File: config.mk
export PLATFORM = sky130hd
export DESIGN_NAME = cpu_ce_governor_flat
export DESIGN_NICKNAME = d
export VERILOG_FILES = /design/src/rtl/cpu_ce_governor_if.sv /design/src/rtl/cpu_ce_governor.sv /design/src/flat_wrapper.sv
export SDC_FILE = /design/constraint.sdc
export NUM_CORES = 1
export LEC_CHECK = 0
export CAP_MARGIN = 5
export CELL_PAD_IN_SITES_DETAIL_PLACEMENT = 1
export CELL_PAD_IN_SITES_GLOBAL_PLACEMENT = 2
export CORE_MARGIN = 2
export CORE_UTILIZATION = 37
export DETAILED_ROUTE_END_ITERATION = 8
export GPL_ROUTABILITY_DRIVEN = 1
export PLACE_DENSITY = 0.95
export SETUP_SLACK_MARGIN = 0.4
export SKIP_LAST_GASP = 1
export SLEW_MARGIN = 10
export SYNTH_ARGS = -nofsm -noshare
export SYNTH_HDL_FRONTEND = slang
export SYNTH_SLANG_ARGS = --single-unit
export TNS_END_PERCENT = 20
File: constraint.sdc
create_clock -name clk_sys -period 15.5 [get_ports clk_sys]
set_input_delay 3.875 -clock clk_sys [delete_from_list [all_inputs] [get_ports clk_sys]]
set_output_delay 3.875 -clock clk_sys [all_outputs]
set_load 0.02 [all_outputs]
File: src/rtl/cpu_ce_governor_if.sv
// Control/status bundle between the CPU clock-enable governor and the board top.
// The governor sits on the slave side; the board top (or a bench) drives the master side.
interface cpu_ce_governor_if #(
  parameter int NUM_STALL = 2,
  parameter int DEBT_W    = 16
);
  logic [NUM_STALL-1:0] stall_rdy;
  logic                 turbo;
  logic                 pause_rq;
  logic                 vsync;
  logic                 debt_clear;
  logic                 ce_base;
  logic                 ce_cpu;
  logic                 paused;
  logic [DEBT_W-1:0]    debt;
  logic                 debt_ovf;

  modport master (
    output stall_rdy, turbo, pause_rq, vsync, debt_clear,
    input  ce_base, ce_cpu, paused, debt, debt_ovf
  );

  modport slave (
    input  stall_rdy, turbo, pause_rq, vsync, debt_clear,
    output ce_base, ce_cpu, paused, debt, debt_ovf
  );
endinterface

File: src/rtl/cpu_ce_governor.sv
// Fractional CPU clock-enable generator: base rate CEN_N/CEN_M, stall debt with
// back-to-back catch-up repayment, frame-aligned pause and turbo.
module cpu_ce_governor #(
  parameter int CEN_N      = 9,
  parameter int CEN_M      = 20,
  parameter int NUM_STALL  = 2,
  parameter int DEBT_W     = 16,
  parameter int DEBT_MAX   = 65535,
  parameter int CATCHUP_EN = 1
) (
  input  logic            clk_sys,
  input  logic            reset_n,
  cpu_ce_governor_if.slave bus
);

  localparam int ACC_W = $clog2(CEN_M) + 1;
  localparam logic [ACC_W:0]    N_EXT    = (ACC_W+1)'(CEN_N);
  localparam logic [ACC_W:0]    M_EXT    = (ACC_W+1)'(CEN_M);
  localparam logic [DEBT_W-1:0] DEBT_TOP = DEBT_W'(DEBT_MAX);
  localparam logic              CATCHUP  = (CATCHUP_EN != 0);

  typedef enum logic {RUN, PAUSE} state_e;

  logic [ACC_W-1:0]  acc_q, acc_d;
  logic [ACC_W:0]    acc_sum;
  logic              tick;
  logic              rdy;
  logic              ce_cpu;
  logic [DEBT_W-1:0] debt_q, debt_d;
  logic              ovf_q, ovf_d;
  state_e            state_q;
  logic              paused_q;

  // One spare bit in the sum so acc+CEN_N never wraps before the compare.
  always_comb begin
    acc_sum = {1'b0, acc_q} + N_EXT;
    tick    = (acc_sum >= M_EXT);
    acc_d   = tick ? ACC_W'(acc_sum - M_EXT) : acc_sum[ACC_W-1:0];
  end

  assign rdy    = &bus.stall_rdy;
  assign ce_cpu = reset_n & ~paused_q & rdy &
                  (tick | bus.turbo | (CATCHUP & (debt_q != '0)));

  always_comb begin
    debt_d = debt_q;
    ovf_d  = ovf_q;
    if (bus.debt_clear) begin
      debt_d = '0;
      ovf_d  = 1'b0;
    end else if (paused_q) begin
      debt_d = debt_q;
    end else if (tick & ~rdy) begin
      if (debt_q == DEBT_TOP) ovf_d  = 1'b1;
      else                    debt_d = debt_q + 1'b1;
    end else if (ce_cpu & ~tick & ~bus.turbo & (debt_q != '0)) begin
      debt_d = debt_q - 1'b1;
    end
  end

  always_ff @(posedge clk_sys or negedge reset_n) begin
    if (!reset_n) begin
      acc_q  <= '0;
      debt_q <= '0;
      ovf_q  <= 1'b0;
    end else begin
      acc_q  <= acc_d;
      debt_q <= debt_d;
      ovf_q  <= ovf_d;
    end
  end

  // Pause only enters on a frame boundary and only leaves once vsync has dropped.
  always_ff @(posedge clk_sys or negedge reset_n) begin
    if (!reset_n) begin
      state_q  <= RUN;
      paused_q <= 1'b0;
    end else begin
      case (state_q)
        RUN: begin
          if (bus.pause_rq & bus.vsync) begin
            state_q  <= PAUSE;
            paused_q <= 1'b1;
          end
        end
        PAUSE: begin
          if (~bus.pause_rq & ~bus.vsync) begin
            state_q  <= RUN;
            paused_q <= 1'b0;
          end
        end
        default: begin
          state_q  <= RUN;
          paused_q <= 1'b0;
        end
      endcase
    end
  end

  assign bus.ce_base  = reset_n & tick;
  assign bus.ce_cpu   = ce_cpu;
  assign bus.paused   = paused_q;
  assign bus.debt     = debt_q;
  assign bus.debt_ovf = ovf_q;

endmodule

File: src/flat_wrapper.sv
// flat-port wrapper written by rule: the top's interface ports become plain ports
module cpu_ce_governor_flat 
#(
  parameter int CEN_N      = 9,
  parameter int CEN_M      = 20,
  parameter int NUM_STALL  = 2,
  parameter int DEBT_W     = 16,
  parameter int DEBT_MAX   = 65535,
  parameter int CATCHUP_EN = 1
)
  (clk_sys, reset_n, bus_stall_rdy, bus_turbo, bus_pause_rq, bus_vsync, bus_debt_clear, bus_ce_base, bus_ce_cpu, bus_paused, bus_debt, bus_debt_ovf);
  cpu_ce_governor_if #(.NUM_STALL(NUM_STALL), .DEBT_W(DEBT_W)) bus_i ();
  input  logic clk_sys;
  input  logic reset_n;
  input wire logic [$bits(bus_i.stall_rdy)-1:0] bus_stall_rdy;
  input wire logic [$bits(bus_i.turbo)-1:0] bus_turbo;
  input wire logic [$bits(bus_i.pause_rq)-1:0] bus_pause_rq;
  input wire logic [$bits(bus_i.vsync)-1:0] bus_vsync;
  input wire logic [$bits(bus_i.debt_clear)-1:0] bus_debt_clear;
  output wire logic [$bits(bus_i.ce_base)-1:0] bus_ce_base;
  output wire logic [$bits(bus_i.ce_cpu)-1:0] bus_ce_cpu;
  output wire logic [$bits(bus_i.paused)-1:0] bus_paused;
  output wire logic [$bits(bus_i.debt)-1:0] bus_debt;
  output wire logic [$bits(bus_i.debt_ovf)-1:0] bus_debt_ovf;
  assign bus_i.stall_rdy = bus_stall_rdy;
  assign bus_i.turbo = bus_turbo;
  assign bus_i.pause_rq = bus_pause_rq;
  assign bus_i.vsync = bus_vsync;
  assign bus_i.debt_clear = bus_debt_clear;
  assign bus_ce_base = bus_i.ce_base;
  assign bus_ce_cpu = bus_i.ce_cpu;
  assign bus_paused = bus_i.paused;
  assign bus_debt = bus_i.debt;
  assign bus_debt_ovf = bus_i.debt_ovf;
  cpu_ce_governor #(.CEN_N(CEN_N), .CEN_M(CEN_M), .NUM_STALL(NUM_STALL), .DEBT_W(DEBT_W), .DEBT_MAX(DEBT_MAX), .CATCHUP_EN(CATCHUP_EN)) u_core (.clk_sys(clk_sys), .reset_n(reset_n), .bus(bus_i));
endmodule
## After elaboration in Yosys (flattened, before gate mapping)

Cells that the tools add are included.

| cells by class | value |
|---|---|
| multiplexer cells | 16 |
| shifts and indexed selects | 0 |
| reduce and logical (&&, ||, !) cells | 8 |
| multipliers | 0 |
| bitwise operators | 19 |
| div/mod/pow operators | 0 |
| eq/ne operators | 5 |
| magnitude comparators | 1 |
| $add $sub $neg | 4 |

Operators with widths:

| kind | number |
|---|---|
| two-way mux 16 bit | 5 |
| adder 16 x 1 -> 16 bit (second input constant) | 1 |
| == test 16 bit (second input constant) | 1 |
| nonzero test 16 bit | 1 |
| subtractor 16 x 1 -> 16 bit (second input constant) | 1 |
| bitwise AND 1 bit | 10 |
| two-way mux 1 bit | 8 |
| adder 6 x 4 -> 7 bit (second input constant) | 1 |
| greater-or-equal comparator 7 x 5 -> 1 bit (second input constant) | 1 |
| inverter 1 bit | 7 |
| two-way mux 6 bit | 1 |
| AND reduction 3 bit | 2 |
| subtractor 6 x 5 -> 6 bit (second input constant) | 1 |
| inequality test 2 bit (second input constant) | 2 |
| one-hot mux 1 bit (2 select lines) | 2 |
| AND reduction 2 bit | 2 |
| nonzero test 2 bit | 2 |
| inequality test 3 bit (second input constant) | 1 |
| nonzero test 3 bit | 1 |
| inequality test 2 x 1 -> 1 bit (second input constant) | 1 |
| bitwise OR 1 bit | 2 |

| storage, ports and cells | value |
|---|---|
| output and inout bits | 20 |
| memories kept | 0 |
| logic and storage cells | 58 |
| bits in latches | 0 |
| input port bits | 8 |
| bits in writable memories | 0 |
| ROM bits | 0 |
| register bits after elaboration | 25 |

## Longest topological paths before layout

| logic depth | value |
|---|---|
| word-level depth | 12 |
| gate-level depth with buffers | 15 |
| gate-level depth less buffers | 15 |

## Least setup slack after synthesis

Ideal clock, no wire load.

| timing path | value |
|---|---|
| kind | input port to output port |
| start point | input port bus_stall_rdy[0] |
| end point | output port bus_ce_cpu |
| path buffers | 0 |
| path slack | 7.285 ns |
| stages on the path | 2 |
| required time | 11.625 ns |
| arrival | 4.340 ns |
| cell sequence | nand4b_1 a21oi_1 |

| on the way | value |
|---|---|
| cells in the longest elaborated chain, start to end | 3 |

RTL lines:

| what | line | text |
|---|---|---|
| start, declared | flat_wrapper.sv:15 | `input wire logic [$bits(bus_i.stall_rdy)-1:0] bus_stall_rdy;` |
| AND reduction 2 bit | cpu_ce_governor.sv:41 | `assign rdy = &bus.stall_rdy;` |
| bitwise AND 1 bit (2 in series) | cpu_ce_governor.sv:42 | `assign ce_cpu = reset_n & ~paused_q & rdy &` |
| end, declared | flat_wrapper.sv:21 | `output wire logic [$bits(bus_i.ce_cpu)-1:0] bus_ce_cpu;` |

Every way passes these cells.

## Worst setup path after layout

| timing path | value |
|---|---|
| start point | input port reset_n |
| end point | output port bus_ce_cpu |

| on the way | value |
|---|---|
| cells in the longest elaborated chain, start to end | 3 |

RTL lines:

| what | line | text |
|---|---|---|
| start, declared | flat_wrapper.sv:14 | `input logic reset_n;` |
| bitwise AND 1 bit (3 in series) | cpu_ce_governor.sv:42 |  |

Every way passes these cells.

==> results.md <==
- Number of max-capacitance violations reported: 0
- Clock-pin slew reported for the worst setup and hold paths after clock tree synthesis: ~90 ps
- Synthesized netlist cell count: roughly 210
- Global-route usage over all layers: 0.1679
- Die outline width: ~77 um
- Kind of path behind the tightest hold check: register to register
- Clock latency at the later pin of the worst-skew pair: between 200 and 300 ps
- Weighted congestion at the end of routability-driven global placement: about 0.76
- DRC violation count after routing: 0
- Setup Slack @ Placement: 6022 ps
- Post-cts gate resize count: 0
- Unrepaired setup endpoints after global routing: false
- Cells taking the most area after synthesis: dfrtp_1 32%, ha_1 13%, mux2i_1 7.7%, xor2_1 4.5%, a21oi_1 4.1%
- Leakage power summed over all cells: 0.001150 uW
- Portion of the clock cycle consumed by the worst path in the final layout: 0.6106
- Number of buffers created by CTS: 3
- Pin count of the biggest net entering global routing: 28
- Area taken by flip-flops and latches: around 630 um2
- Critical path class: input port to output port
- Worst slew margin relative to its limit: 0.4786
- Die Y: approximately 77 um
- Mean post-synth cell area: between 9 and 10 um2
- Fraction of synthesized cell area taken by the top area cell type: 0.3205
- Vias in the first global route: between 1500 and 2000
- Maximum resistive drop on vdd: 0.04243 mV
- Highest attainable clock frequency: 0.1057 GHz
- Minimum clock period: ~9500 ps
- Placeable core region: between 5000 and 6000 um2
- Most frequently used cell type in the post-synthesis netlist: dfrtp_1
- Post-Synthesis Cell Area: roughly 2000 um2
- Synthesized net count: 237
- Fill count: 600
- Signed area change from the synthesized netlist to the final layout: 21.28%
- Post-CTS setup-driven buffer insertion count: 0
- Number of antenna violations at the first check in global routing: 0
- Post-synth EDFFs: 0
- Final WL: 4702 um
- Largest buffer count on any clock path: 2
- Final Worst Setup Slack: around 6000 ps
- Number of synthesized register bits: 25
- Setup skew after layout: 1.935 ps
- Final Max Slew Viols: 0
- Leading post-synthesis cells by instance count: 25 x dfrtp_1, 21 x ha_1, 21 x nor2_1
- Total negative slack for setup checks: 0 ps
- Drt pass-1 iters: 4
- I/O pin cnt: 28
- Share of cells above drive strength 1: 0.06723
- Detailed-route wire length per cell: 15.27 um
- Number of failing hold endpoints at the final stage: 0
- Level count of the clock H-tree: 1
- Critical Path AT: approximately 5600 ps
- Sequential-to-total area share from yosys stat: 0.3205
- DP Wirelength: 3634 um
- Remaining antenna violation count: 0
- Starting density of the core: 0.3822
- First-pass GRT wire length: between 8000 and 9000 um
- Antenna fix cells: 0
- Crit path max fanout: 27
- Area of the die: ~6000 um2
- Ys flop type: dfrtp_1
- Status: finished, final reports clean
- Element type at the critical path start: input port
- CTS Root Cell: clkbuf_8
- Measured slew at the worst slew-check pin: roughly 770 ps
- Area used by multi-input combinational logic: approximately 1300 um2
- Synth area leader: dfrtp_1
- Count of unique library cells instantiated by Yosys: between 40 and 50
- Async set-reset flop share out of synthesis: 1.000
- Post-layout nets: roughly 270
- CTS tree: yes
- Final setup vio count: 0
- Number of rows in the core area: 26
- Grt ovf: 0
- Via count: about 1700
- Sinks on the clock net: 25
- Pwr/cell area: between 70 and 80 nW/um2
- Count of hold-fix buffers inserted at cts: 0
- Kind of capture point of the worst setup path: output port
- Synth warn: 0
- Routed vias/inst: roughly 5.4
- Iteration-0 DRC Markers: 55
- Worst EP required: between 10000 and 15000 ps
- I/O Buffers: 27
## state kept, by name, indices dropped and copies added, names as in the netlist
signal               count
u_core.acc_q             6
u_core.state_q           1
u_core.bus.debt_ovf      1
u_core.bus.debt         16
u_core.bus.paused        1
## stage by stage
stage / cells / utilization / hold slack, ps / total power [uW] / area [um2]
floorplan: 207 / - / 439.8 / 112.6 / 1952
global placement: 304 / 0.4539 / 466.2 / 129.8 / 2318
detailed placement: 304 / 0.4539 / 470.9 / 131.4 / 2318
CTS: 308 / 0.4635 / 483.6 / 172.7 / 2367
global route: 308 / 0.4635 / 509.0 / 181.2 / 2367
finish: 308 / 0.4635 / 480.5 / 170.4 / 2367
## routing by layer
layer,part of all wire,vias to the layer above,global-route usage
met1,0.49,821,0.2254
met3,0.017,7,0.01659
met5,0,-,0
met2,0.48,20,0.2858
met4,0.014,0,0.05091
li1,-,815,-
## where the power goes
group | switching, uW | internal, uW | total, uW
Sequential | 4.40 | 67.8 | 72.2
Combinational | 30.8 | 26.9 | 57.7
Clock | 22.2 | 18.3 | 40.5
## critical path, cell delays in order
cell and delay, ps:
clkdlybuf4s50_1 450, buf_4 310, nand4b_1 160, a21oi_1 160, clkdlybuf4s50_1 620
## final timing paths
path,start,endpoint,slack (ps),depth (start not counted)
min in group asynchronous,reset_n,u_core.bus.debt[10],3950,2
worst min register to register,u_core.state_q,u_core.bus.paused,480,1
worst min-delay path,u_core.state_q,u_core.bus.paused,480,1
worst max-delay path,reset_n,bus_ce_cpu,6040,5
worst max register to register,u_core.acc_q[0],u_core.bus.debt[12],10990,16
max in group asynchronous,reset_n,u_core.acc_q[4],11300,2
## cell usage in the layout (no fill, tap or decap), types with 6 or more instances in the layout
cell             synthesis  routed
nand2_1                 17      17
nand4_1                  6       6
clkdlybuf4s50_1          0      27
a21oi_1                 16      16
ha_1                    21      21
nor2_1                  21      21
o21ai_0                  7       7
dfrtp_1                 25      25
mux2i_1                 15      15
inv_1                    8       8
xor2_1                  10      10
xnor2_1                  8       8
## logic make-up (layout without fill, tap and decap cells)
family                     after synthesis  after routing  share of synthesized area
AOI/OAI and AO/OA                       48             48                     0.1641
xor gates and xnor gates                19             19                    0.08910
adders and majority gates               23             23                     0.1500
buffers and inverters                   11             42                    0.02500
DFF                                     25             25                     0.3205
muxes                                   16             16                    0.08397
and+or+nand+nor                         65             65                     0.1673
## final cells by class
class	instances	area share
clock buffer	3	0.01744
clock inverter	1	0.003171
inverter	8	0.01268
multi-input combinational	171	0.5418
sequential	25	0.2643
tap	70	0.03700
timing repair buffer	30	0.1237
Note: power is estimated with default switching activity, not from simulation.
